<file path="src/rtl/div_pkg.sv">
// Shared types and constants for the restoring divider: FSM states,
// default operand width and the number of restoring iterations.
package div_pkg;

    typedef enum logic [1:0] {
        IDLE,
        CALC,
        FIX,
        DONE
    } state_t;

    localparam int DIV_N     = 4;
    localparam int DIV_ITERS = 2 * DIV_N;

    // Each dividend bit costs one restoring iteration.
    function automatic int iter_count(input int n);
        return 2 * n;
    endfunction

endpackage

</file>
<file path="src/rtl/div_step.sv">
// One restoring-division iteration: shift in the next dividend bit,
// trial-subtract the divisor and keep the difference if it is non-negative.
module div_step #(
    parameter int W = 9
) (
    input  logic [W-1:0] prem,
    input  logic [W-1:0] dvsr,
    input  logic         next_bit,
    output logic [W-1:0] new_rem,
    output logic         q_bit
);

    logic [W-1:0] shifted;
    logic [W:0]   diff;

    // A bit shifted out of the top means the true value exceeds any divisor,
    // and the modulo-2^W difference is still the correct new remainder.
    always_comb begin
        shifted = {prem[W-2:0], next_bit};
        diff    = {1'b0, shifted} - {1'b0, dvsr};
        q_bit   = prem[W-1] | ~diff[W];
        new_rem = q_bit ? diff[W-1:0] : shifted;
    end

endmodule

</file>
<file path="src/rtl/restoring_div8x4.sv">
// Multi-cycle restoring divider, 2N-bit dividend by N-bit divisor, fixed latency.
// Define DIV_SIGNED_EN for two's-complement operands; the default build is unsigned.
module restoring_div8x4
    import div_pkg::*;
#(
    parameter int N = DIV_N
) (
    input  logic           clk,
    input  logic           rst_n,
    input  logic           start,
    input  logic [2*N-1:0] dividend,
    input  logic [N-1:0]   divisor,
    output logic           busy,
    output logic           done,
    output logic [N-1:0]   quotient,
    output logic [N-1:0]   remainder,
    output logic           ovf,
    output logic           dbz
);

    localparam int QW    = 2 * N;
    localparam int W     = 2 * N + 1;
    localparam int ITERS = iter_count(N);
    localparam int CW    = $clog2(ITERS);

    state_t          state;
    logic [CW-1:0]   cnt;
    logic [QW-1:0]   dvd_mag;
    logic [QW-1:0]   quo;
    logic [W-1:0]    dvs_mag;
    logic [W-1:0]    prem;

    logic [W-1:0]    step_rem;
    logic            step_q;

    logic [QW-1:0]   in_dvd_mag;
    logic [N-1:0]    in_dvs_mag;

    logic            range_bad;
    logic [N-1:0]    q_val;
    logic [N-1:0]    r_val;
    logic            fix_dbz;
    logic            fix_ovf;
    logic [N-1:0]    fix_quo;
    logic [N-1:0]    fix_rem;

    div_step #(
        .W(W)
    ) u_step (
        .prem     (prem),
        .dvsr     (dvs_mag),
        .next_bit (dvd_mag[QW-1]),
        .new_rem  (step_rem),
        .q_bit    (step_q)
    );

`ifdef DIV_SIGNED_EN
    localparam logic [QW-1:0] NEG_LIM = QW'(2 ** (N - 1));
    localparam logic [QW-1:0] POS_LIM = QW'(2 ** (N - 1) - 1);

    logic in_neg_q;
    logic in_neg_r;
    logic neg_q;
    logic neg_r;

    // Negating the most negative value wraps back to its own bit pattern,
    // which read as unsigned is exactly the wanted magnitude.
    always_comb begin
        in_neg_r   = dividend[QW-1];
        in_neg_q   = dividend[QW-1] ^ divisor[N-1];
        in_dvd_mag = dividend[QW-1] ? -dividend : dividend;
        in_dvs_mag = divisor[N-1] ? -divisor : divisor;
    end

    always_comb begin
        range_bad = quo > (neg_q ? NEG_LIM : POS_LIM);
        q_val     = neg_q ? -quo[N-1:0] : quo[N-1:0];
        r_val     = neg_r ? -prem[N-1:0] : prem[N-1:0];
    end
`else
    always_comb begin
        in_dvd_mag = dividend;
        in_dvs_mag = divisor;
    end

    always_comb begin
        range_bad = |quo[QW-1:N];
        q_val     = quo[N-1:0];
        r_val     = prem[N-1:0];
    end
`endif

    // NOTE: every output of an always_comb block is assigned on every path,
    // so no latch can be inferred for the FIX-stage results.
    always_comb begin
        fix_dbz = (dvs_mag == '0);
        fix_ovf = !fix_dbz && range_bad;
        fix_quo = (fix_dbz || range_bad) ? '0 : q_val;
        fix_rem = (fix_dbz || range_bad) ? '0 : r_val;
    end

    // NOTE: all state is updated with non-blocking assignments so every
    // register samples the values from before this edge, regardless of order.
    always_ff @(posedge clk) begin
        if (!rst_n) begin
            state     <= IDLE;
            cnt       <= '0;
            dvd_mag   <= '0;
            dvs_mag   <= '0;
            prem      <= '0;
            quo       <= '0;
            busy      <= 1'b0;
            done      <= 1'b0;
            quotient  <= '0;
            remainder <= '0;
            ovf       <= 1'b0;
            dbz       <= 1'b0;
`ifdef DIV_SIGNED_EN
            neg_q     <= 1'b0;
            neg_r     <= 1'b0;
`endif
        end else begin
            case (state)
                IDLE: begin
                    if (start) begin
                        state     <= CALC;
                        cnt       <= '0;
                        dvd_mag   <= in_dvd_mag;
                        dvs_mag   <= W'(in_dvs_mag);
                        prem      <= '0;
                        quo       <= '0;
                        busy      <= 1'b1;
                        quotient  <= '0;
                        remainder <= '0;
                        ovf       <= 1'b0;
                        dbz       <= 1'b0;
`ifdef DIV_SIGNED_EN
                        neg_q     <= in_neg_q;
                        neg_r     <= in_neg_r;
`endif
                    end
                end
                CALC: begin
                    prem    <= step_rem;
                    quo     <= {quo[QW-2:0], step_q};
                    dvd_mag <= {dvd_mag[QW-2:0], 1'b0};
                    cnt     <= cnt + 1'b1;
                    if (cnt == CW'(ITERS - 1)) begin
                        state <= FIX;
                    end
                end
                FIX: begin
                    quotient  <= fix_quo;
                    remainder <= fix_rem;
                    ovf       <= fix_ovf;
                    dbz       <= fix_dbz;
                    busy      <= 1'b0;
                    done      <= 1'b1;
                    state     <= DONE;
                end
                DONE: begin
                    done  <= 1'b0;
                    state <= IDLE;
                end
                default: begin
                    state <= IDLE;
                end
            endcase
        end
    end

endmodule

</file>
<file path="config.mk">
export PLATFORM = sky130hd
export DESIGN_NAME = restoring_div8x4
export DESIGN_NICKNAME = d
export VERILOG_FILES = /design/src/rtl/div_pkg.sv /design/src/rtl/div_step.sv /design/src/rtl/restoring_div8x4.sv
export SDC_FILE = /design/constraint.sdc
export NUM_CORES = 1
export LEC_CHECK = 0
export BUFFER_PORTS_ARGS = -buffer_cell sky130_fd_sc_hd__buf_2
export CAP_MARGIN = 20
export CORE_UTILIZATION = 40
export CTS_CLUSTER_SIZE = 40
export DETAILED_ROUTE_END_ITERATION = 10
export PLACE_DENSITY_LB_ADDON = 0.25
export SETUP_SLACK_MARGIN = 0.15
export SLEW_MARGIN = 5
export SYNTH_ARGS = -nofsm -noshare
export SYNTH_HDL_FRONTEND = slang
export SYNTH_SLANG_ARGS = --single-unit
</file>
<file path="constraint.sdc">
create_clock -name clk -period 2.57 [get_ports clk]
set_clock_uncertainty 0.15 [all_clocks]
set_input_delay 0.514 -clock clk [delete_from_list [all_inputs] [get_ports clk]]
set_output_delay 0.514 -clock clk [all_outputs]
set_load 0.03 [all_outputs]
</file>
==> results by group <==
Timing
  – Period utilisation layout: 0.856
  – Max Clk Rate: 455 MHz
  – Final hold vios: 0
  – Post-layout min period: 2.20 ns
  – Slew Limit Fails: 0
  – Slew headroom: 0.588
  – RSZ-0062 raised after global routing: false
  – Post-route setup TNS: 0 ns
  – Final setup fails: 0
  – Worst slew pin tran: 0.619 ns

Yosys
  – Synthesized instance count: 238
  – Synth top area share: 0.428
  – Avg Inst Size Synth: 9.03 um^2
  – Async S/R FF share, synth: 0
  – Mapped Nets: 264
  – Count of different cell masters after synthesis: 43
  – Count leader, synth: dfxtp_1
  – Largest area contributor in the netlist: dfxtp_1
  – Most instantiated cells after synthesis: dfxtp_1, nor2_1, a22oi_1, nand2_1, mux2i_1
  – Synth top area cells: dfxtp_1, nor2_1, mux2i_1, a22oi_1, ha_1
  – YS warnings: 0
  – Seq/Total Area, Yosys: 0.428
  – Post-Syn Area: 2150 um^2
  – Post-synth EDFFs: 0
  – Synth Flop Type: dfxtp_1
  – Flops & latches, synth: 46

Critical path
  – Delay of the slowest critical-path stage: 0.47 ns
  – RR Startpoint: state[0]
  – Critical path origin: state[0]
  – CP Class: reg2reg
  – Setup crit end kind: flop
  – Worst Reg-to-Reg Cells: 6
  – Critical path fanouts, max: 13
  – Critical path launch point type: flop
  – Flop-to-flop setup slack: 0.37 ns
  – Worst path slowest cell: and2_1
  – Critical Path AT: 2.29 ns
  – Worst reg2reg path endpoint: prem[4]
  – Critical path, cell by cell: inv_1 -> ha_1 -> nand2b_1 -> and2_1 -> o211ai_1 -> a31oi_1
  – CP required: 2.66 ns

Pwr
  – Total chip power: 2.52 mW
  – Worst VDD drop: 491 uV
  – Cell area power density: 1030 nW/um^2
  – Pleak: 1.00 nW

Worst hold path
  – Hold Crit Class: in2reg
  – Hold depth: 3
  – HP Start: divisor[3]
  – Hold Path End: dvs_mag[3]

GRT
  – Largest net degree at the start of global routing: 25
  – Gr ovfl total: 0
  – GRT Util Overall: 0.180
  – Global-route wire length before repair: 7.59 mm
  – Initial antenna violation count: 0
  – Vias in the first global route: 1602

Final layout
  – Layout Nets: 292
  – Post-route cell area: 2450 um^2
  – Util after Layout: 0.476
  – ANT cells: 0
  – Layout area overhead: 13.9%
  – Non-Filler Instances: 337
  – Layout cell share with drive strength beyond 1: 0.180
  – Layout fillers: 529

Clocking
  – Cts repair resizes: 0
  – CTS root buf: clkbuf_8
  – Worst-path clk slew: 0.09 ns
  – Clock latency of the later-clocked register in the worst-skew pair: 0.31 ns
  – CTS tree: done
  – H-tree Lvls: 2
  – # hold bufs at CTS: 0
  – Clk sinks: 46
  – TritonCTS buffer count: 5
  – Post-CTS Setup Repair Bufs: 0
  – Max Buffers Root-to-Sink: 2

Route
  – DRC Markers: 0
  – DRT iter0 DRCs: 94
  – DR WL/cell: 13.4 um
  – Via Count: 1768
  – Final wirelength: 4.50 mm
  – Vias per cell: 5.25
  – Number of routed nets with antenna violations: 0
  – Drt pass-1 iters: 4

Placed design
  – Placed insts: 329
  – Post-detail-place hpwl: 3.22 mm
  – Placed Area: 2350 um^2
  – I/O Buffers: 26
  – Placer Congestion: 0.942

Floorplanning
  – Die area: 5670 um^2
  – Row cnt: 26
  – I/O Pins: 27
  – Chip Width: 75.3 um
  – Initial Util: 0.418
  – Core Area: 5140 um^2
  – Die height: 75.3 um

Run status
  – Run status: completed

Flow run
  – Max-cap violations: 0
-- critical path: cells and delay by family, from the launching register on --
kind	cells	cell delay, ns
buffers and inverters	1	0.08
and+or+nand+nor	2	0.83
adders and majority gates	1	0.34
DFF	1	0.39
AOI/OAI and AO/OA	2	0.34
-- stage by stage --
| stage | hold WS [ns] | setup slack (ns) |
|---|---|---|
| final | 0.295 | 0.370 |
| after global routing | 0.296 | 0.196 |
| after CTS | 0.292 | 0.362 |
| after detailed placement | 0.313 | 0.386 |
| after global placement | 0.315 | 0.482 |
| after floorplan | 0.295 | 0.609 |
-- metal layers --
| metal | share of wire | track usage | wire length (um) | vias up |
|---|---|---|---|---|
| li1 | - | - | - | 909 |
| met1 | 0.49 | 0.245 | 2220 | 827 |
| met2 | 0.45 | 0.275 | 2040 | 23 |
| met3 | 0.038 | 0.0516 | 169 | 9 |
| met4 | 0.016 | 0.0576 | 74 | 0 |
| met5 | 0 | 0 | 0 | - |
-- sequential cells by signal (all words and copies together) (netlist names), 2 cells and up --
signal,flops
prem,9
dvd_mag,8
quo,8
dvs_mag,4
quotient,4
remainder,4
cnt,3
state,2
-- cells in the final DEF, fill, tap and decap left out, types with 2 or more instances in the layout --
cell and count:
a21oi_1 9, ha_1 10, nor2_1 40, and2_1 3
nor3_1 6, nor2b_1 3, mux2i_1 14, o211ai_1 3
o21ai_1 7, clkbuf_8 5, a32oi_1 2, nand2b_1 2
nand3_1 6, buf_2 26, a22oi_1 18, dfxtp_1 46
nor2_2 2, o21ai_0 2, o31ai_1 2, o2bb2ai_1 2
a211oi_1 7, nor3b_1 2, nand2_1 15, inv_1 7
inv_2 2, nor4_1 2, buf_4 5
-- cells by family after synthesis --
group	synth area share
AND/OR/NAND/NOR	0.210
AO/OA/AOI/OAI	0.186
flip-flops	0.428
buffers and inverters	0.0390
multiplexers	0.0652
adder cells (fa/ha/maj)	0.0675
XOR/XNOR	0.00408
-- cell type report --
cell class	instances	area, um^2	area share
Tap cell	70	87.6	0.0358
Clock inverter	3	25.0	0.0102
Multi-Input combinational cell	173	1140	0.468
Sequential cell	46	921	0.376
Inverter	9	33.8	0.0138
Timing Repair Buffer	31	168	0.0685
Clock buffer	5	68.8	0.0281
-- where the power goes --
group          leakage, nW  total [mW]  switching, mW  internal [mW]
Clock               0.0447       0.471          0.275          0.197
Sequential           0.374       0.915         0.0825          0.832
Combinational        0.582        1.14          0.711          0.425
-- worst max path at each step --
stage / endpoint / cells past startpoint
floorplan: prem[8] / 9
global placement: prem[4] / 6
detailed placement: prem[8] / 7
CTS: prem[8] / 7
global route: prem[4] / 6
finish: prem[4] / 6
Power figures use the tool's default switching activity.
